$ cat config.mk
export PLATFORM = sky130hd
export DESIGN_NAME = serial_add_ctrl
export DESIGN_NICKNAME = d
export VERILOG_FILES = /design/src/rtl/full_adder_str.sv /design/src/rtl/serial_add_ctrl.sv
export SDC_FILE = /design/constraint.sdc
export NUM_CORES = 1
export LEC_CHECK = 0
export ABC_AREA = 0
export CAP_MARGIN = 20
export CORE_MARGIN = 2
export CORE_UTILIZATION = 49
export DETAILED_ROUTE_END_ITERATION = 7
export PLACE_DENSITY = 0.75
export SLEW_MARGIN = 20
export SYNTH_ARGS = -nofsm -noshare
export SYNTH_HDL_FRONTEND = slang
export SYNTH_SLANG_ARGS = --single-unit
$ cat constraint.sdc
create_clock -name clk -period 1.8 [get_ports clk]
set_input_delay 0.54 -clock clk [delete_from_list [all_inputs] [get_ports clk]]
set_output_delay 0.54 -clock clk [all_outputs]
set_load 0.1 [all_outputs]
$ cat src/rtl/full_adder_str.sv
// 1-bit full adder in structural gate form; the arithmetic primitive
// used bit-serially by serial_add_ctrl.
module full_adder_str (
    input  logic a,
    input  logic b,
    input  logic cin,
    output logic sum,
    output logic cout
);

    logic ab_x;
    logic ab_a;
    logic c_a;

    // Half-adder stage on a/b, second half-adder stage with cin, carry OR.
    assign ab_x = a ^ b;
    assign ab_a = a & b;
    assign c_a  = ab_x & cin;
    assign sum  = ab_x ^ cin;
    assign cout = ab_a | c_a;

endmodule

$ cat src/rtl/serial_add_ctrl.sv
// Bit-serial WIDTH-bit adder controller: captures operands on start, feeds
// one bit pair per clock (LSB first) through a single full adder, and
// reports {cout,sum} = a+b+cin with a one-cycle done pulse.
// Optional macro SERIAL_ADD_OVF_EN adds a registered two's-complement
// overflow output (ovf).
module serial_add_ctrl #(
    parameter int unsigned WIDTH = 8
) (
    input  logic             clk,
    input  logic             rst,
    input  logic             start,
    input  logic [WIDTH-1:0] a,
    input  logic [WIDTH-1:0] b,
    input  logic             cin,
    output logic             busy,
    output logic             done,
    output logic [WIDTH-1:0] sum,
`ifdef SERIAL_ADD_OVF_EN
    output logic             cout,
    output logic             ovf
`else
    output logic             cout
`endif
);

    localparam int unsigned CNT_W = $clog2(WIDTH) + 1;
    localparam int unsigned SH_W  = WIDTH - 1;

    typedef enum logic [1:0] {
        IDLE = 2'd0,
        RUN  = 2'd1,
        DONE = 2'd2
    } state_t;

    state_t             state_q;
    logic [WIDTH-1:0]   a_sh_q;
    logic [WIDTH-1:0]   b_sh_q;
    logic               carry_q;
    logic [CNT_W-1:0]   cnt_q;
    logic [SH_W-1:0]    s_sh_q;
    logic               busy_q;
    logic               done_q;
    logic [WIDTH-1:0]   sum_q;
    logic               cout_q;
`ifdef SERIAL_ADD_OVF_EN
    logic               ovf_q;
`endif

    logic               fa_sum;
    logic               fa_cout;
    logic [WIDTH-1:0]   s_sh_d;
    logic               last_bit;

    // Single shared full adder working on the current LSB pair and carry.
    full_adder_str u_fa (
        .a    (a_sh_q[0]),
        .b    (b_sh_q[0]),
        .cin  (carry_q),
        .sum  (fa_sum),
        .cout (fa_cout)
    );

    // The shift register only keeps the WIDTH-1 bits already produced; the
    // incoming bit completes the word on the final RUN edge.
    assign s_sh_d   = {fa_sum, s_sh_q};
    assign last_bit = (cnt_q == CNT_W'(WIDTH - 1));

    // Controller FSM with datapath and registered outputs.
    always_ff @(posedge clk or posedge rst) begin
        if (rst) begin
            state_q <= IDLE;
            a_sh_q  <= '0;
            b_sh_q  <= '0;
            carry_q <= 1'b0;
            cnt_q   <= '0;
            s_sh_q  <= '0;
            busy_q  <= 1'b0;
            done_q  <= 1'b0;
            sum_q   <= '0;
            cout_q  <= 1'b0;
`ifdef SERIAL_ADD_OVF_EN
            ovf_q   <= 1'b0;
`endif
        end else begin
            case (state_q)
                IDLE: begin
                    done_q <= 1'b0;
                    if (start) begin
                        a_sh_q  <= a;
                        b_sh_q  <= b;
                        carry_q <= cin;
                        cnt_q   <= '0;
                        busy_q  <= 1'b1;
                        state_q <= RUN;
                    end
                end
                RUN: begin
                    a_sh_q  <= a_sh_q >> 1;
                    b_sh_q  <= b_sh_q >> 1;
                    carry_q <= fa_cout;
                    s_sh_q  <= s_sh_d[WIDTH-1:1];
                    cnt_q   <= cnt_q + CNT_W'(1);
                    if (last_bit) begin
                        sum_q   <= s_sh_d;
                        cout_q  <= fa_cout;
`ifdef SERIAL_ADD_OVF_EN
                        // carry_q is the carry into the MSB on this edge.
                        ovf_q   <= carry_q ^ fa_cout;
`endif
                        busy_q  <= 1'b0;
                        done_q  <= 1'b1;
                        state_q <= DONE;
                    end
                end
                DONE: begin
                    done_q  <= 1'b0;
                    state_q <= IDLE;
                end
                default: begin
                    busy_q  <= 1'b0;
                    done_q  <= 1'b0;
                    state_q <= IDLE;
                end
            endcase
        end
    end

    assign busy = busy_q;
    assign done = done_q;
    assign sum  = sum_q;
    assign cout = cout_q;
`ifdef SERIAL_ADD_OVF_EN
    assign ovf  = ovf_q;
`endif

endmodule
==> Yosys cells after proc, flatten, opt, wreduce, memory -nomap -nowiden <==
Cells that the tools add are included.
Widths: inputs -> output; s select.
{ "word_totals": {"ff_bits": 41, "wordCells": 44, "in_bits": 20} }
{ "classes": {"bitwise": 6, "n_reduce_logical": 6, "muxes": 16, "n_addsub": 1, "n_eq_ne": 5} }
{ "op_table": {"columns": ["cell", "n"], "rows": [
  ["$pmux 8 s2", 2],
  ["$mux 8", 2],
  ["$pmux 4 s2", 1],
  ["$reduce_and 2->1", 3],
  ["$mux 1", 5],
  ["$add 4x1->4 const B", 1],
  ["$eq 4x3->1 const B", 1],
  ["$mux 2", 2],
  ["$mux 4", 1],
  ["$ne 2x2->1 const B", 2],
  ["$pmux 2 s2", 1],
  ["$pmux 1 s3", 1],
  ["$reduce_and 3->1", 1],
  ["$and 1x1->1", 2],
  ["$eq 2x1->1 const B", 1],
  ["$eq 2x2->1 const B", 1],
  ["$logic_not 2->1", 1],
  ["$pmux 1 s2", 1],
  ["$reduce_bool 2->1", 1],
  ["$xor 1x1->1", 2],
  ["$not 1->1", 1],
  ["$or 1x1->1", 1]
]} }

==> Longest topological paths before layout <==
{ "depth": {"word_depth": 4, "mapped_depth": 5, "mapped_depth_nobuf": 4} }

==> Modules after synthesis <==
Synthesis repeated with hierarchy kept, for this count alone.
{ "hier_totals": {"hier_cells": 138, "area_unflattened_um2": 1760.4} }
{ "modules_own_cells": {"columns": ["mod", "instances", "seq_area_each_um2", "area_per_inst_um2", "cells_each"], "rows": [
  ["serial_add_ctrl", 1, 1026.0, 1740.4, 137],
  ["full_adder_str", 1, 0.0, 20.0, 1]
]} }

==> Worst setup path after synthesis <==
OpenSTA, ideal clock, no wires.
{ "synth_path": {"path_type": "register -> register", "startpoint": "register cnt_q[0]", "endpoint": "register cout_q (netlist: cout)", "setup_slack_ps": 288, "stages_incl_launch_ff": 6, "required_ps": 1674, "synth_period_minus_slack_ps": 1512, "t_arrival_ps": 1385, "setup_time_ps": 126, "cell_sequence": "dfrtp_1 -> ha_1 -> and3b_1 -> and2_1 -> buf_6 -> mux2_4"} }
{ "synth_via": {"elab_chain_cells": 2} }
{ "synth_lines": {"columns": ["item", "line_no", "source"], "rows": [
  ["from (decl)", "serial_add_ctrl.sv:39", "logic [CNT_W-1:0] cnt_q;"],
  ["from (signal assigned)", "serial_add_ctrl.sv:102", "cnt_q <= cnt_q + CNT_W'(1);"],
  ["$eq 4x3->1", "serial_add_ctrl.sv:66", "assign last_bit = (cnt_q == CNT_W'(WIDTH - 1));"],
  ["$reduce_and 2->1 (no source line)", null, null],
  ["to (signal assigned)", "serial_add_ctrl.sv:105", "cout_q <= fa_cout;"],
  ["to (decl)", "serial_add_ctrl.sv:44", "logic cout_q;"]
]} }
Every way passes these cells.
A chain may end at the register's enable or synchronous reset.

==> Final worst setup path <==
{ "layout_path": {"startpoint": "register cnt_q[1]", "endpoint": "register cout_q (netlist: cout)"} }
The elaborated chain is that of the path after synthesis.

==> results <==
- The measured slew at the worst slew-check pin is just under 0.5 ns.
- The largest stage delay on the critical path is 0.41 ns.
- The class of the most critical hold timing path is flop to flop.
- Measured along the y axis, the die boundary spans 63.8 um.
- The start-to-end type of the worst setup path is flop to flop.
- In the routed design, unresolved DRC markers number 0.
- The final count of negative-setup-slack endpoints is 0.
- The worst path buffer plus inverter count is 0.
- The core area is approximately 0.0034 mm2.
- The cell accounting for the most synthesized area is sky130_fd_sc_hd__dfrtp_1.
- The type of origin of the critical path is a flop.
- The leakage power figure is roughly 1.0 nW.
- The element type at the critical path end is a flop.
- The final critical-path share of the clock period is 0.894.
- The mean area per synthesized cell is around 12 um2.
- Of the cells placed in the final design, the portion with a size suffix greater than 1 is 0.256.
- Of the synthesized area, sequential elements account for 0.585.
- The initialized floorplan defines 21 standard-cell rows.
- The synthesized instance count is 142.
- The leftover overflow at the end of global routing is 0.
- The post-route minimum period is ~1.6 ns.
- The arrival time reported for the critical path endpoint is approximately 1.8 ns.
- After synthesis, the share of flip-flops with an asynchronous set or reset is 1.00.
- The signal on the critical path passes through ha_1, and3b_1, and2_2, mux2_4.
- The synthesis-stage register bit count is 41.
- Input and output buffers added on the ports amount to 30.
- The final hold violation count is 0.
- Relative to the synthesized area, the layout overhead comes to 32.4%.
- The TritonCTS clock tree is done.
- Counting the buffers created by CTS gives 5.
- The highest clock rate is about 620 MHz.
- For this block, the via count after detailed routing is 1199.
- The largest vdd supply drop is 0.000712 V.
- In the synthesized netlist the dominant register cell turns out to be sky130_fd_sc_hd__dfrtp_1.
- In the routed layout, each cell is associated on average with a via count of 5.31.
- The number of max-cap violations is 0.
- Setup repair after global routing left no endpoint under its margin.
- The global routing usage summed across all routing layers is 0.172.
- The routed wire length is 3020 um.
- Counting flops with a built-in enable in the synthesized netlist gives 0.
- The clock slew at the register clock pins of the worst setup and hold paths is approximately 0.11 ns.
- The relative max-transition margin is 0.680.
- Including well taps, the total number of placed cells is 219.
- The placed wire-length estimate is 2230 um.
- The global-route wire length before repair is about 5400 um.
- The power density over the cells is about 1800 mW/mm2.
- OpenSTA, run right after detailed placement, puts the worst setup slack at -0.105 ns.
- The post-place instance area is ~0.0023 mm2.
- The clock sink count is roughly 40.
- In the post-synthesis netlist, the cell with the most instances is sky130_fd_sc_hd__dfrtp_1.
- 0 antenna diodes ended up in the layout.
- After synthesis the cells add up to 0.00175 mm2.
- The H-tree generated during clock tree synthesis spans 2 levels.
- Summed over all failing endpoints, the final setup total negative slack is 0 ns.
- In this run the count of I/O pins placed on the die edge is 31.
- The fraction of the core area covered by cells at the end of the flow is 0.685.
- The count of yosys warnings during synthesis is 0.
- Across all hold checks on the routed design, the worst slack comes to approximately 0.49 ns.
- The kind of cell adding the most delay to the critical path is simple AND/OR/NAND/NOR gates.
- The total iterations of the first detailed-routing run is 4.
- The share of Yosys cell area claimed by the top area cell type is 0.585.
- Once routing completed, OpenROAD measured the worst setup slack at 0.191 ns.
- The flow ran to the end, and the final reports show no timing, DRC or antenna violations.
- After the last flow step, the layout net total stands at between 200 and 250.
- For this block, the initial DRC count from the detailed router was approximately 60.
- The via count of the first global-routing pass is about 1300.
- The net count after synthesis is around 160.
- The slowest stage of the critical path belongs to the cell sky130_fd_sc_hd__dfrtp_1.
- The finished cells cover 0.00232 mm2.
- The floorplan die width is around 64 um.
- The overall power after layout is ~4.2 mW.
- The source-to-sink clock delay at the later pin of the worst-skew pair is between 0.3 and 0.4 ns.
- In this run the clock root is driven by a sky130_fd_sc_hd__clkbuf_4.
- Sorting the synthesized cells by how often they occur yields sky130_fd_sc_hd__dfrtp_1 (41), sky130_fd_sc_hd__nand2_1 (16), sky130_fd_sc_hd__o21ai_0 (15).
- The number of slew-limit violations in the final report is 0.
- In the final routed layout, each cell accounts on average for 13.3 um.
- Routability-driven placement finished with a final weighted congestion of ~0.74.
- Across the routed clock network, the largest skew measured is 0.00426 ns.
- The final non-filler cell total is ~230.
- The overall die area is about 0.004 mm2.
- In this run the worst path has a maximum fanout of 10.
- The required time of the critical path is 2.03 ns.
- Yosys mapped the design onto 30 distinct sky130hd cell types.
- The fill cell total of the finished layout is 254.
- The longest clock path from root to sink contains 2 buffers.
- The initial standard-cell utilization of the core is 0.517.
- The initial antenna violation count is 0.
- The pin count of the biggest net entering global routing is 42.
- The number of nets with antenna violations after detailed routing is 0.
- Yosys attributes the largest share of cell area to sky130_fd_sc_hd__dfrtp_1 (59%), sky130_fd_sc_hd__mux2_4 (7.7%), sky130_fd_sc_hd__a22oi_1 (6.0%), sky130_fd_sc_hd__mux2_2 (5.1%), sky130_fd_sc_hd__o21ai_0 (4.3%).
==> final cells by class <==
| cell class | count | area, um2 | area share |
|---|---|---|---|
| Sequential cell | 41 | 1030 | 0.442 |
| Tap cell | 46 | 57.6 | 0.0248 |
| Inverter | 4 | 15.0 | 0.00647 |
| Timing Repair Buffer | 40 | 498 | 0.215 |
| Clock buffer | 7 | 55.1 | 0.0237 |
| Multi-Input combinational cell | 88 | 669 | 0.288 |
==> path summary, 6_finish.rpt <==
| check | start | end | slack, ns | cells past startpoint |
|---|---|---|---|---|
| max | cnt_q[1] | cout | 0.19 | 4 |
| min in group asynchronous | rst | sum[6] | 0.56 | 3 |
| max in group asynchronous | rst | cnt_q[3] | 1.05 | 3 |
| min | b_sh_q[1] | b_sh_q[1] | 0.49 | 2 |
| max reg2reg | cnt_q[1] | cout | 0.19 | 4 |
| min reg2reg | b_sh_q[1] | b_sh_q[1] | 0.49 | 2 |
==> flip-flops by register name (all words and copies together), names as in the netlist <==
| signal | count |
|---|---|
| a_sh_q | 8 |
| b_sh_q | 8 |
| sum | 8 |
| s_sh_q | 7 |
| cnt_q | 4 |
| state_q | 2 |
| busy | 1 |
| carry_q | 1 |
| cout | 1 |
| done | 1 |
==> layer usage <==
metal,vias up,wire length [um],GRT usage
met2,37,1500,0.303
met5,-,0,0
met4,0,35,0.0625
met3,3,173,0.0616
met1,578,1310,0.190
li1,581,-,-
==> what timing repair did <==
item	4_1_cts	5_1_grt
endpoints found under the hold margin	0	0
gates resized for setup	1	0
setup endpoints to repair	9	0
buffers inserted	0	0
hold buffers	0	0
==> where the power goes <==
group          leakage, nW  switching [mW]  total, mW  internal (mW)
logic                0.476            1.21       2.18          0.973
clock network       0.0314           0.263      0.447          0.184
registers            0.525           0.276       1.55           1.27
==> kinds of logic (layout without fill, tap and decap cells) <==
family	after synthesis	count (layout)	share of synthesized area
buffers and inverters	13	51	0.0335
DFF	41	41	0.585
and+or+nand+nor	26	26	0.0728
muxes	18	18	0.134
adders and majority gates	2	2	0.0186
AOI/OAI and AO/OA	42	42	0.156
==> layout by cell type, fill, tap and decap left out, types with 2 or more instances in the layout <==
master,netlist,layout
sky130_fd_sc_hd__a21oi_1,3,3
sky130_fd_sc_hd__a22o_1,2,2
sky130_fd_sc_hd__a22oi_1,14,14
sky130_fd_sc_hd__and3b_1,2,2
sky130_fd_sc_hd__buf_12,0,12
sky130_fd_sc_hd__buf_4,0,9
sky130_fd_sc_hd__clkbuf_4,0,5
sky130_fd_sc_hd__clkdlybuf4s50_1,0,19
sky130_fd_sc_hd__dfrtp_1,41,41
sky130_fd_sc_hd__inv_1,4,4
sky130_fd_sc_hd__mux2_2,8,8
sky130_fd_sc_hd__mux2_4,9,9
sky130_fd_sc_hd__nand2_1,16,16
sky130_fd_sc_hd__nor2b_1,3,3
sky130_fd_sc_hd__o21ai_0,15,15
==> worst reg2reg max path: stages (launching register included) <==
cell	delay, ns
sky130_fd_sc_hd__dfrtp_1	0.41
sky130_fd_sc_hd__ha_1	0.21
sky130_fd_sc_hd__and3b_1	0.18
sky130_fd_sc_hd__and2_2	0.36
sky130_fd_sc_hd__mux2_4	0.34
No activity file was read; power rests on OpenSTA's default activity.
==> variant 1: new RTL, same settings <==
The 3 states of `state_t` get a one-hot encoding in 3 bits.
--- a/src/rtl/serial_add_ctrl.sv
+++ b/src/rtl/serial_add_ctrl.sv
@@ -27,8 +27,8 @@
     localparam int unsigned SH_W  = WIDTH - 1;
 
-    typedef enum logic [1:0] {
-        IDLE = 2'd0,
-        RUN  = 2'd1,
-        DONE = 2'd2
+    typedef enum logic [2:0] {
+        IDLE = 3'b001,
+        RUN  = 3'b010,
+        DONE = 3'b100
     } state_t;
 
Check against the original RTL: no difference found for any inputs over 10 cycles, from zero or initial values and one cycle with rst high; not proved beyond that.
==> variant 1 against the unedited design <==
Design area is 3.7% higher; worst setup slack lost 0.093 ns; wire length grew 2.2%; register-to-register slack improved by 0.08 ns; area after synthesis up 5.6%; final cell count is 1.3% lower; sequential cell count up 1; maximum frequency fell by 5.5%; global-route usage fell by 0.19 points; largest cell class unchanged; highest routed layer unchanged.
Power is not compared: it rests on default switching activity, and its combinational part moved more than twofold at a synthesized area within 25%.
==> variant 1: results (changes against the unedited design) <==
Run status
The flow ran to the end, and the final reports show no timing, DRC or antenna violations.

Critical path
The largest individual stage delay along the critical path comes from the cell clkdlybuf4s50_1. The largest stage delay on the critical path is 0.48 ns (+0.07 ns). The start point of the critical path is start. By startpoint and endpoint, the worst setup path is classified as input pin to register. The critical register-to-register path endpoint is b_sh_q[1].

The reg-to-reg startpoint is state_q[0]. The setup slack of the worst register-to-register path is 0.27 ns (+0.08 ns). The maximum fanout encountered on the critical timing path came to 17 (+7).

The arrival time at the worst endpoint is 1.86 ns (+0.02 ns).

Route
The total vias in the final route was 1,158 (-3.4%). The DRC violation total after the first TritonRoute iteration is 28 (-53%). The first-pass iteration count of the detailed router is 3 (-1).

The via-per-instance ratio is 5.19 (-2.1%). The routed wire length is 3080 microns (+2.2%).

Logic synthesis
The synthesized area per cell is 13.1 sq um (+6.3%). Sorting the synthesized cells by how often they occur yields dfrtp_1 (41), mux2i_1 (18), nand2_1 (16), o21ai_0 (16). The proportion of synthesized chip area in sequential cells is 0.569 (-0.0167).

The count of unique library cells instantiated by Yosys is 27 (-10%). After synthesis, the cell types taking the most area are dfrtp_1 (55%), mux2i_1 (9.7%), mux2_4 (7.3%). The net count after synthesis is 163 (-0.61%).

Placement
The number of cells after detailed placement is 215 (-1.8%). The placement-stage cell area is 2310 sq um (+2.2%). The routability-driven placement congestion ratio came to 0.726 (-1.5%).

The HPWL after detailed placement is 2280 microns (+1.9%).

Global routing
The wire length of the first global-routing pass was 5380 microns (-1.3%). The maximum number of pins on one net before global-route repair is 43 (+2.4%). The global-route usage over all layers is 0.170 (-0.00190).

Timing
The transition at the pin with the smallest max-transition slack came to 0.296 ns (-0.185 ns). The clock tree skew after final layout is 0.00532 ns (+0.00107 ns).

Cells and area
The final layout net count is 196 (-3.0%). The fraction of layout cells with a size suffix above 1 was 0.246 (-0.00984).

Min path
The worst hold path begins at b_sh_q[4].

CTS
The latest clock arrival within the worst-skew pair is 0.28 ns (-0.06 ns). The root cell of the clock tree is clkbuf_8. The quantity of gates resized following cts is 0 (-1). The clock-pin slew on the worst setup and hold paths was 0.07 ns (-0.04 ns).
[variant 1: logic make-up after synthesis]
group | count (synthesis) | synth area share
AND/OR/NAND/NOR | 29 | 0.0791
flip-flops | 42 | 0.569
multiplexers | 36 | 0.225
adder cells (fa/ha/maj) | 2 | 0.0176
XOR/XNOR | 1 | 0.00473
AO/OA/AOI/OAI | 20 | 0.0622
buffers and inverters | 11 | 0.0426
[variant 1: layout make-up]
class | instances | area (sq um)
fillers | 292 | 1230
inverters | 3 | 11.3
repair buffers | 34 | 465
well taps | 48 | 60.1
multi-input cells | 88 | 726
clock inverters | 1 | 5.00
flip-flops and latches | 42 | 1050
clock buffers | 7 | 86.3
[variant 1: power breakdown]
part           internal (mW)  switching, mW  leakage [nW]
registers               1.27          0.221         0.537
logic                  0.497          0.479         0.461
clock network          0.309          0.281        0.0482
[variant 1: routing by layer]
metal  vias up  GRT usage  part of all wire
met5         -          0                 0
met4         0     0.0651             0.013
met3         5     0.0685             0.059
met2        26      0.292              0.53
met1       577      0.190              0.40
li1        550          -                 -
[variant 1: worst max-delay path: cells and delay by family]
family	cells	cell delay, ns
buf+inv	2	0.68
simple gates	1	0.32
mux	1	0.21
compound gates	1	0.10
[variant 1: worst min path at each step]
stage	end	slack (ns)	depth (start not counted)
final	b_sh_q[3]	0.48	2
after floorplan	a_sh_q[0]	0.45	2
after global routing	a_sh_q[1]	0.52	2
after global placement	b_sh_q[5]	0.46	2
after detailed placement	b_sh_q[3]	0.47	2
after CTS	b_sh_q[3]	0.49	2
[variant 1: metrics by stage]
stage	setup TNS, ns	setup slack (ns)
after detailed placement	-3.03	-0.228
final	0	0.0978
after floorplan	0	0.287
after CTS	0	0.101
after global routing	0	0.0562
after global placement	-2.04	-0.129
==> variant 2: new RTL, same flow settings <==
Made on the original files. Change the parameter `WIDTH` from 8 to 4.
--- a/src/rtl/serial_add_ctrl.sv
+++ b/src/rtl/serial_add_ctrl.sv
@@ -5,5 +5,5 @@
 // overflow output (ovf).
 module serial_add_ctrl #(
-    parameter int unsigned WIDTH = 8
+    parameter int unsigned WIDTH = 4
 ) (
     input  logic             clk,
Interface: changed (resized a, b and sum); port bits go from 31 to 19. No check against the original RTL was run, so the function may have changed too.
==> variant 2 against the unedited design <==
Hold slack improved by 0.0065 ns; power fell by 27%; design area fell by 38%; via count fell by 37%; die area fell by 34%; non-clock buffer count fell by 19; sequential cell count fell by 17; area after synthesis fell by 36%; wire length fell by 35%; sequential power fell by 36%; combinational power fell by 24%; utilization fell by 3.3 points; worst setup slack improved by 0.12 ns; critical path type is now register to output pin; highest routed layer unchanged.
==> variant 2: results (changes against the unedited design) <==
Critical path
The largest stage delay on the critical path is 0.44 ns (+0.03 ns). The arrival time at the worst endpoint is 0.95 ns (-0.89 ns). The cell with the biggest individual delay on the critical path is dfrtp_1. The maximum fanout encountered on the critical timing path is 3 (-7). The cell family contributing the most delay on the critical path is flip-flops.

Global routing
The maximum number of pins on one net before global-route repair is 25 (-40%). The global-route usage over all layers was 0.182 (+0.00971). The number of antenna violations at the first check in global routing is 0 (unchanged).

The wire length of the first global-routing pass is 3540 microns (-35%). The via count of the first global-routing pass is 762 (-42%).

Timing
The clock tree skew after final layout came to 0.00798 ns (+0.00372 ns). The normalized max-slew margin was 0.727 (+0.0475). The sum of negative setup slack is 0 ns (unchanged).

Placement
The routability-driven placement congestion ratio is 0.777 (+5.3%). The number of cells after detailed placement is 139 (-37%). The count of buffers from port buffering is 18 (-40%). The HPWL after detailed placement is 1510 microns (-33%). The setup slack at placement was 0.0717 ns (+0.177 ns).

CTS
The H-tree depth came to 1 (-1). The clock-pin slew on the worst setup and hold paths is 0.13 ns (+0.02 ns). The post-CTS setup buffer count is 0 (unchanged). The quantity of gates resized following cts is 0 (-1).

The number of buffers created by CTS is 3 (-2). The latest clock arrival within the worst-skew pair was 0.32 ns (-0.02 ns). The deepest clock path buffer count is 2 (unchanged).

The root cell of the clock tree is clkbuf_4.

Route
The via-per-instance ratio is 5.27 (-0.75%). The first-pass iteration count of the detailed router is 5 (+1). The routed wirelength normalized by instance count is 13.6 microns (+2.1%). The routed wire length came to 1950 microns (-35%). The DRC violation total after the first TritonRoute iteration is 3 (-95%).

Logic synthesis
The synthesized instance count is 95 (-33%). The proportion of synthesized chip area in sequential cells came to 0.539 (-0.0466). The number of flip-flops and latches in the synthesized netlist is 24 (-41%). By area the synthesized netlist is led by dfrtp_1 (54%), mux2_4 (6.7%), nand2_1 (3.7%).

The count of unique library cells instantiated by Yosys came to 27 (-10%). The commonest cells after synthesis are dfrtp_1 (24), nand2_1 (11), nor2_1 (8). The net count after synthesis is 110 (-33%).

Cells and area
The fraction of layout cells with a size suffix above 1 is 0.200 (-0.0556). The final layout net count came to 131 (-35%). The count of antenna diodes in the layout came to 0 (unchanged). The final cell area excluding filler cells is 1430 sq um (-38%). The number of ordinary inverters in the final layout is 7 (+3).

The multi-input logic area came to 442 sq um (-34%). The total number of multi-input combinational cells was 59 (-33%). The flip-flop and latch area is 601 sq um (-41%). The number of fillers in the final layout is 183 (-28%). The number of buffers outside the clock class in the layout is 21 (-48%).

The area share of buffers outside the clock network is 0.191 (-0.0237). The fraction of area in clock buffers and inverters is 0.0368 (+0.0131).

Floorplanning
The die outline area is 2670 sq um (-34%).

Power
The largest vdd supply drop came to 1440 uV (+100%). The leakage power total is 0.673 nW (-35%). The fraction of power spent switching nets is 0.434 (+0.0160).

Min path
The worst hold path belongs to the class register to register.

Run status
The run finished with clean final reports.
variant 2: changes by cell type after synthesis, moves of 4 or more:
cell	delta
o21ai_0	-12
nand2_1	-5
clkbuf_1	-6
mux2_4	-4
nor2_1	+8
a22oi_1	-14
dfrtp_1	-17
mux2_2	-8
variant 2: worst reg2reg max path: cells and delay by family (launching register included):
kind | cells | cell delay (ns)
adders and majority gates | 2 | 0.47
and+or+nand+nor | 1 | 0.15
muxes | 1 | 0.31
DFF | 1 | 0.42
variant 2: final timing paths:
check	start	end	cells after the start	slack [ns]
setup / recovery	busy	busy	1	0.31
min in group asynchronous	rst	b_sh_q[0]	3	0.54
max in group asynchronous	rst	cnt_q[0]	3	1.02
hold reg to reg	s_sh_q[0]	s_sh_q[0]	2	0.50
setup reg to reg	cnt_q[0]	sum[2]	4	0.36
hold / removal	s_sh_q[0]	s_sh_q[0]	2	0.50
variant 2: power groups by stage:
stage          Clock [mW]  Sequential, mW  Combinational, mW
4_1_cts             0.394           0.995               1.67
3_5_place_dp            0            1.01               1.67
5_1_grt             0.421            1.03               1.79
3_3_place_gp            0           0.989               1.63
2_1_floorplan           0            1.42              0.756
6_report            0.390           0.991               1.65
variant 2: kinds of logic after synthesis:
kind of cell             Yosys count  synth area share
AND/OR/NAND/NOR                   29             0.141
flip-flops                        24             0.539
AO/OA/AOI/OAI                     22             0.147
buffers and inverters             12            0.0651
multiplexers                       5            0.0673
adder cells (fa/ha/maj)            3            0.0404
variant 2: layer usage:
metal | track usage | wire length (microns) | part of all wire | vias to the layer above
met2 | 0.310 | 1020 | 0.52 | 23
li1 | - | - | - | 367
met5 | 0 | 0 | 0 | -
met1 | 0.223 | 804 | 0.41 | 360
met4 | 0.0395 | 14 | 0.0072 | 0
met3 | 0.0632 | 111 | 0.057 | 3
